===== config.mk =====
export PLATFORM = sky130hd
export DESIGN_NAME = rs232_packet_master
export DESIGN_NICKNAME = d
export VERILOG_FILES = /design/src/rtl/rs232_packet_master.sv
export SDC_FILE = /design/constraint.sdc
export NUM_CORES = 1
export LEC_CHECK = 0
export CAP_MARGIN = 20
export CORE_MARGIN = 3
export CORE_UTILIZATION = 50
export DETAILED_ROUTE_END_ITERATION = 8
export PLACE_DENSITY_LB_ADDON = 0.12
export SYNTH_ARGS = -nofsm -noshare
export SYNTH_HDL_FRONTEND = slang
export SYNTH_SLANG_ARGS = --single-unit

===== constraint.sdc =====
create_clock -name clk -period 2.9 [get_ports clk]
set_clock_uncertainty 0.15 [all_clocks]
set_input_delay 0.29 -clock clk [delete_from_list [all_inputs] [get_ports clk]]
set_output_delay 0.29 -clock clk [all_outputs]
set_load 0.01 [all_outputs]

===== src/rtl/rs232_packet_master.sv =====
// Host-side RS232 register-access initiator.
// Builds the 8-byte command frame (STX, addr nibbles, data nibbles, R/W, CS, ETX),
// pushes it through the byte transmitter one byte at a time and, for reads,
// parses the 4-byte response frame (STX, hi nibble, lo nibble, ETX).
module rs232_packet_master #(
    parameter int TIMEOUT_CYCLES = 1_000_000
) (
    input  logic       clk,
    input  logic       rst_n,
    input  logic       cmd_valid,
    output logic       cmd_ready,
    input  logic       cmd_write,
    input  logic [7:0] cmd_addr,
    input  logic [7:0] cmd_wdata,
    output logic [7:0] tx_byte,
    output logic       tx_start,
    input  logic       tx_done,
    input  logic [7:0] rx_byte,
    input  logic       rx_valid,
    output logic       rsp_valid,
    output logic [7:0] rsp_rdata,
    output logic [1:0] rsp_err,
    output logic       busy
);

    localparam int TW = $clog2(TIMEOUT_CYCLES + 1);
    // Last timer value before expiry: leaving on this cycle puts DONE exactly
    // TIMEOUT_CYCLES cycles after the first RSP_STX cycle.
    localparam logic [TW-1:0] TIMER_LAST = TW'(TIMEOUT_CYCLES - 1);

    localparam logic [7:0] STX = 8'h02;
    localparam logic [7:0] ETX = 8'h03;

    localparam logic [1:0] ERR_OK      = 2'b00;
    localparam logic [1:0] ERR_TIMEOUT = 2'b01;
    localparam logic [1:0] ERR_FRAMING = 2'b10;
    localparam logic [1:0] ERR_CS_COLL = 2'b11;

    typedef enum logic [3:0] {
        S_IDLE,
        S_CHK,
        S_SEND,
        S_WAIT_TX,
        S_RSP_STX,
        S_RSP_HI,
        S_RSP_LO,
        S_RSP_ETX,
        S_DONE
    } state_t;

    state_t          state_reg, state_next;
    logic [2:0]      idx_reg, idx_next;
    logic [TW-1:0]   timer_reg, timer_next;
    logic [3:0]      hi_reg, hi_next;
    logic [3:0]      lo_reg, lo_next;
    logic [7:0]      rdata_reg, rdata_next;
    logic [1:0]      err_reg, err_next;
    logic            load_en;

    logic [7:0]      frame_reg [8];
    logic [7:0]      load_byte [8];
    logic [7:0]      load_cs;
    logic [7:0]      frame_cs;
    logic            frame_is_write;

    // Checksum over bytes 0..5 of the frame being loaded (mod 256).
    assign load_cs = STX
                   + {4'h3, cmd_addr[7:4]}
                   + {4'h3, cmd_addr[3:0]}
                   + {4'h3, cmd_wdata[7:4]}
                   + {4'h3, cmd_wdata[3:0]}
                   + {7'h18, cmd_write};

    // Frame image presented to the buffer at command acceptance.
    always_comb begin
        load_byte[0] = STX;
        load_byte[1] = {4'h3, cmd_addr[7:4]};
        load_byte[2] = {4'h3, cmd_addr[3:0]};
        load_byte[3] = {4'h3, cmd_wdata[7:4]};
        load_byte[4] = {4'h3, cmd_wdata[3:0]};
        load_byte[5] = {7'h18, cmd_write};
        load_byte[6] = load_cs;
        load_byte[7] = ETX;
    end

    // The R/W byte doubles as the latched command direction.
    assign frame_cs       = frame_reg[6];
    assign frame_is_write = frame_reg[5][0];

    // Frame buffer: captured once per accepted command.
    always_ff @(posedge clk or negedge rst_n) begin
        if (!rst_n) begin
            for (int i = 0; i < 8; i++) frame_reg[i] <= 8'h00;
        end else if (load_en) begin
            for (int i = 0; i < 8; i++) frame_reg[i] <= load_byte[i];
        end
    end

    // State, byte index, response timer, nibble and result registers.
    always_ff @(posedge clk or negedge rst_n) begin
        if (!rst_n) begin
            state_reg <= S_IDLE;
            idx_reg   <= 3'd0;
            timer_reg <= '0;
            hi_reg    <= 4'h0;
            lo_reg    <= 4'h0;
            rdata_reg <= 8'h00;
            err_reg   <= ERR_OK;
        end else begin
            state_reg <= state_next;
            idx_reg   <= idx_next;
            timer_reg <= timer_next;
            hi_reg    <= hi_next;
            lo_reg    <= lo_next;
            rdata_reg <= rdata_next;
            err_reg   <= err_next;
        end
    end

    // Next-state logic; result registers only change on the way into DONE.
    always_comb begin
        state_next = state_reg;
        idx_next   = idx_reg;
        timer_next = timer_reg;
        hi_next    = hi_reg;
        lo_next    = lo_reg;
        rdata_next = rdata_reg;
        err_next   = err_reg;
        load_en    = 1'b0;

        case (state_reg)
            S_IDLE: begin
                if (cmd_valid) begin
                    load_en    = 1'b1;
                    state_next = S_CHK;
                end
            end

            S_CHK: begin
                if (frame_cs == STX || frame_cs == ETX) begin
                    state_next = S_DONE;
                    rdata_next = 8'h00;
                    err_next   = ERR_CS_COLL;
                end else begin
                    idx_next   = 3'd0;
                    state_next = S_SEND;
                end
            end

            S_SEND: begin
                state_next = S_WAIT_TX;
            end

            S_WAIT_TX: begin
                if (tx_done) begin
                    if (idx_reg != 3'd7) begin
                        idx_next   = idx_reg + 3'd1;
                        state_next = S_SEND;
                    end else if (frame_is_write) begin
                        state_next = S_DONE;
                        rdata_next = 8'h00;
                        err_next   = ERR_OK;
                    end else begin
                        timer_next = '0;
                        state_next = S_RSP_STX;
                    end
                end
            end

            S_RSP_STX, S_RSP_HI, S_RSP_LO, S_RSP_ETX: begin
                timer_next = timer_reg + 1'b1;
                if (timer_reg == TIMER_LAST) begin
                    // Expiry wins over a byte arriving in the same cycle.
                    state_next = S_DONE;
                    rdata_next = 8'h00;
                    err_next   = ERR_TIMEOUT;
                end else if (rx_valid) begin
                    if (state_reg == S_RSP_STX) begin
                        if (rx_byte == STX) state_next = S_RSP_HI;
                    end else if (rx_byte == STX) begin
                        // A fresh STX mid-frame restarts the response parse.
                        state_next = S_RSP_HI;
                    end else if (state_reg == S_RSP_HI && rx_byte[7:4] == 4'h3) begin
                        hi_next    = rx_byte[3:0];
                        state_next = S_RSP_LO;
                    end else if (state_reg == S_RSP_LO && rx_byte[7:4] == 4'h3) begin
                        lo_next    = rx_byte[3:0];
                        state_next = S_RSP_ETX;
                    end else if (state_reg == S_RSP_ETX && rx_byte == ETX) begin
                        state_next = S_DONE;
                        rdata_next = {hi_reg, lo_reg};
                        err_next   = ERR_OK;
                    end else begin
                        state_next = S_DONE;
                        rdata_next = 8'h00;
                        err_next   = ERR_FRAMING;
                    end
                end
            end

            S_DONE: begin
                state_next = S_IDLE;
            end

            default: begin
                state_next = S_IDLE;
            end
        endcase
    end

    // Handshake and transmitter outputs decoded from the current state.
    assign cmd_ready = (state_reg == S_IDLE);
    assign busy      = (state_reg != S_IDLE);
    assign tx_start  = (state_reg == S_SEND);
    assign tx_byte   = (state_reg == S_SEND || state_reg == S_WAIT_TX) ? frame_reg[idx_reg] : 8'h00;
    assign rsp_valid = (state_reg == S_DONE);
    assign rsp_rdata = rdata_reg;
    assign rsp_err   = err_reg;

endmodule


* Word-level counts from Yosys, hierarchy flattened
Cells that the tools add are included.
Word-level totals: bits in registers 77, word-level logic and storage cells 125, output and inout port bits 22, input port bits 30
Cells by class: magnitude comparators 1, add/sub/neg operators 7, reductions and logical operators 17, mux-type cells 51, eq/ne operators 29, bitwise operators 5
Operators with widths (count):
- $mux 8 | 14
- $mux 20 | 3
- $mux 4 | 12
- $pmux 20 s2 | 1
- $eq 8x2->1 const B | 4
- $add 8x6->8 | 3
- $bmux 8 s3 | 1
- $pmux 8 s3 | 1
- $mux 2 | 11
- $add 20x1->20 const B | 1
- $eq 20x20->1 const B | 1
- $pmux 4 s5 | 1
- $ne 3x3->1 const B | 6
- $eq 4x3->1 const B | 4
- $ne 2x2->1 const B | 8
- $eq 4x2->1 const B | 3
- $reduce_and 4->1 | 3
- $reduce_and 10->1 | 1
- $mux 3 | 3
- $add 7x6->8 | 1
- $add 2x6->7 const A | 1
- $reduce_and 7->1 | 1
- $pmux 2 s3 | 1
- $pmux 3 s2 | 1
- 16 further kinds | 24

* Logic depth before layout (Yosys ltp)
Gate-level depths: netlist (run 1).
depth after elaboration 10, depth in mapped cells 10, mapped depth without buffers 10

* Least setup slack after synthesis (run 1)
No wires, ideal clock.
path type input to register, start input port cmd_write, end register frame_reg, in the netlist frame_cs[4], path slack 0.095 ns, stages 10, arrival 2.519 ns, data required time 2.614 ns, library setup time 0.136 ns, buffers on the path 0, cell sequence fa_1 -> inv_1 -> fa_1 -> fa_1 -> inv_1 -> fa_1 -> a21o_1 -> a21oi_1 -> xor2_1 -> o21ai_0
Between the ends: longest elaborated chain between the ends 1
RTL lines:
- start, declared | line 12 | input logic cmd_write,
- $add 8x6->8 | line 72 | + {7'h18, cmd_write};
- end, declared | line 60 | logic [7:0] frame_reg [8];
Every way passes these cells. A chain may end at the register's enable or synchronous reset.

* Worst setup path in the final report (run 1)
Ends and elaborated chain as after synthesis.

==> run summary, run 1 <==
The flow ran to the end, and the final reports show no timing, DRC or antenna violations. The post-detailed-route wirelength per cell came out at between 15 and 20 µm. The via density per instance is around 5.7. The net count reported at finish is 521. The final-layout fill cell count came out at 649.

The number of warnings issued by yosys came out at 0. The slowest stage cell on the critical path is sky130_fd_sc_hd__fa_1. The post-detailed-route count of antenna-violating nets is 0. The via count of the routed design came out at 3274. The total overflow reported by the global router came out at 0. The maximum clock insertion buffer count is 2. The final-report hold violation count is 0. The growth of design area from synthesis to finish came out at 21.2%. The largest total area in the synthesized netlist belongs to sky130_fd_sc_hd__dfrtp_1. The critical setup path kind is in2reg.

Counting instances in the post-synthesis netlist gives the leading cell types as 71 x sky130_fd_sc_hd__dfrtp_1, 34 x sky130_fd_sc_hd__nand2_1, 34 x sky130_fd_sc_hd__nor2_1, 29 x sky130_fd_sc_hd__o21ai_0, 27 x sky130_fd_sc_hd__inv_1. Setup repair after global routing could not meet its margin everywhere. Setup slack on the critical path of the routed design comes to 122 ps. The part of the cycle the worst path needs came out at 95.8%. The post-CTS setup repair buffer count is 0.

The post-detailed-placement half-perimeter wirelength is a little under 7 mm. After clock tree synthesis, the clock-pin slew on the worst setup and hold paths is 80 ps. The average instance area after synthesis came out at 10.1 µm². The most common cell in the synthesized netlist is sky130_fd_sc_hd__dfrtp_1. The path class of the tightest hold or removal check is in2reg. On the worst path, the slowest cell contributes a delay of between 500 and 600 ps. The power per standard cell area is 755 mW/mm². The register with the most flip-flops in the layout has 20 of them. The static leakage power is 2.18 nW. The peak supply drop came out at 420 µV.

The congestion estimate from routability-driven global placement came to approximately 0.9. The root buffer cell chosen for the clock tree is sky130_fd_sc_hd__clkbuf_8. The number of enable flip-flop cells after synthesis came out at 0. TritonCTS built the clock tree. The synthesized netlist occupies a cell area of 0.00413 mm². The sequential area share after synthesis came out at a little over two fifths.

The final setup violation count came out at 0. For this configuration, the core starts out at a cell density of 52.3%. Cells with a size suffix above 1 make up 14.7% of the layout.

The register area came out at 0.00178 mm². The instance count along the most critical hold path came out at 2. The depth of the CTS H-tree is 3. The data arrival time of the critical path is around 2800 ps.

In this run, synthesis produced a sequential element count of 71. The worst hold margin came out at 193 ps. The first-pass GRT wire length came out at ~16 mm. The total core area came out at 0.00789 mm². The required time at the endpoint of the critical path is 2960 ps.

The number of top-level design ports is between 50 and 60. The number of cells traversed by the worst register-to-register path came out at 6. The number of slew-limit violations in the final report is 0.

The worst setup path is captured at a flip-flop. The worst slew margin relative to its limit is ~56%. STA classifies the critical path startpoint as a primary input. In the synthesized netlist the dominant register cell turns out to be sky130_fd_sc_hd__dfrtp_1. Counting distinct cell types in the post-synthesis netlist gives between 60 and 70. Across the run, the number of max-cap violations was 0. The final critical path time including I/O delays and setup is 2780 ps. The maximum operating frequency came out at 360 MHz. The repair_antennas step left the layout with diodes totalling 0.

The transition time at the pin with the least slew margin came out at 661 ps. During placement, the flow inserted port buffers numbering 51. The routed wire length came out at between 9 and 10 mm. The die boundary height is 96.9 µm. The worst slack at placement is -561 ps.

The later-pin clock latency in the skew report is between 300 and 400 ps. The share of synthesized registers carrying an async set or reset is 100%. The cell count after synthesis came out at 408. The site row count is 32. The largest fanout on the critical path came out at 2. The DRC violation total after the first TritonRoute iteration came out at 137. The area of combinational cells with multiple inputs is ~0.0022 mm². The synthesized netlist net count came out at 457. Sorting the synthesized cells by area gives the leading types as sky130_fd_sc_hd__dfrtp_1 43%, sky130_fd_sc_hd__mux2_2 4.6%, sky130_fd_sc_hd__fa_1 4.4%. For this run, design rule violations remaining after detail routing come to 0. Entering global routing, the biggest net connects 45 pins.

The count of clock tree sinks came out at 71. The fraction of post-synthesis cell area in the top cell type by area came out at a little over two fifths. In this run, CTS created clock tree buffers numbering 9.

The x dimension of the die came out at 96.9 µm. The global-route usage over all layers is 20.5%. Traced cell by cell, the critical path runs through dlygate4sd2_1 > fa_1 > inv_1 > fa_1 > fa_2 > inv_1 > fa_2 > a21o_1 > a21oi_2 > xor2_1 > o21ai_0. The floorplan step defined a die boundary enclosing 0.00938 mm². The number of global-route vias before repair is 3385. The initial antenna violation count is 0.

Before antenna repair, the detailed router went through 4 iterations.
## metrics by stage
step                      instances  util (%)  setup TNS (ps)  power (mW)  area (µm²)
after detailed placement        562      61.1           -2440        3.09        4820
after floorplan                 408         -               0        2.59        4130
after global placement          562      61.1           -1750        3.03        4820
after global routing            579      63.4           -37.1        4.07        5000
after CTS                       579      63.4               0        3.80        5000
final                           579      63.4               0        3.78        5000
## report_power, final
part	internal, mW	switching [mW]	total, mW
Clock	0.334	0.365	0.699
Combinational	0.750	0.798	1.55
Sequential	1.28	0.247	1.53
Total	2.37	1.41	3.78
## layout by cell type, fill, tap and decap left out, types with 3 or more instances in the layout
cell type                         synthesis  final
sky130_fd_sc_hd__clkbuf_1                10      3
sky130_fd_sc_hd__a22oi_1                  5      5
sky130_fd_sc_hd__nor3b_1                  6      6
sky130_fd_sc_hd__nor4b_1                  3      3
sky130_fd_sc_hd__nand2b_1                 4      4
sky130_fd_sc_hd__mux2_4                   4      4
sky130_fd_sc_hd__dfrtp_1                 71     70
sky130_fd_sc_hd__fa_1                     9      7
sky130_fd_sc_hd__clkdlybuf4s50_1          0     47
sky130_fd_sc_hd__and2_1                   3      3
sky130_fd_sc_hd__nand4_1                  3      3
sky130_fd_sc_hd__a21oi_1                 16     15
sky130_fd_sc_hd__o21ai_0                 29     28
sky130_fd_sc_hd__o31ai_1                  4      4
sky130_fd_sc_hd__mux2i_1                  3      3
sky130_fd_sc_hd__buf_4                    0     18
sky130_fd_sc_hd__inv_1                   27     27
sky130_fd_sc_hd__nor2_1                  34     34
sky130_fd_sc_hd__nor3_1                  11     11
sky130_fd_sc_hd__nor2b_1                  6      6
sky130_fd_sc_hd__dlygate4sd2_1            0      3
sky130_fd_sc_hd__o21a_1                   4      4
sky130_fd_sc_hd__mux2_2                  17     17
sky130_fd_sc_hd__xnor2_1                 14     14
sky130_fd_sc_hd__nand2_1                 34     34
sky130_fd_sc_hd__a22o_1                   8      8
sky130_fd_sc_hd__nor4_1                   4      4
sky130_fd_sc_hd__a211oi_1                 3      3
sky130_fd_sc_hd__nand3_1                 12     12
sky130_fd_sc_hd__nand3b_1                 3      3
sky130_fd_sc_hd__and4_1                   7      7
sky130_fd_sc_hd__ha_1                    10     10
sky130_fd_sc_hd__clkbuf_8                 2     10
## timing repair
item	4_1_cts	5_1_grt
hold endpoints to repair	24	0
endpoints found under the setup margin	3	4
resized for setup	6	2
hold buffers	1	0
pin swaps	5	4
## per-layer routing
metal  global-route usage, %  wire [µm]  vias to the layer above
met5                       0          0                        -
met3                    4.33        378                        9
li1                        -          -                     1583
met2                    36.5       4900                       73
met1                    25.3       3880                     1609
met4                    5.40        104                        0
## layout make-up
| type | instances | share of cell area, % |
|---|---|---|
| clock inverter | 3 | 0.375 |
| sequential | 71 | 35.6 |
| multi-input combinational | 292 | 43.2 |
| tap | 102 | 2.55 |
| inverter | 27 | 2.03 |
| clock buffer | 13 | 2.98 |
| timing repair buffer | 71 | 13.3 |
## logic make-up after synthesis
logic type / synth area share (%)
AOI/OAI and AO/OA: 13.4
xor gates and xnor gates: 3.40
adders and majority gates: 7.64
buffers and inverters: 4.85
DFF: 43.0
muxes: 8.46
and+or+nand+nor: 19.2
## critical path, delay by kind of cell
family                   cells  cell delay, ps
XOR/XNOR                     1             140
adder cells (fa/ha/maj)      4            1590
buffers and inverters        3             370
AO/OA/AOI/OAI                3             430
## final timing paths
kind / from / endpoint / slack (ps)
worst max-delay path: cmd_write / frame_cs[4] / 120
worst min-delay path: cmd_addr[0] / frame_reg[40] / 190
worst max register to register: timer_reg[13] / rsp_rdata[1] / 400
worst min register to register: frame_reg[41] / frame_reg[41] / 330
max in group asynchronous: rst_n / timer_reg[9] / 1540
min in group asynchronous: rst_n / timer_reg[12] / 360
Power figures use the tool's default switching activity.
==> run 2, diff against run 1 <==
SKIP_LAST_GASP = 1   (was unset)
SLEW_MARGIN = 15   (was unset)
==> results of run 2 <==
Final layout, timing and power as in run 1 (identical DEF).
==> run 3, diff against run 2 <==
ABC_CLOCK_PERIOD_IN_PS = 2900   (was unset)
==> results of run 3 <==
Final layout, timing and power as in run 1 (identical DEF).
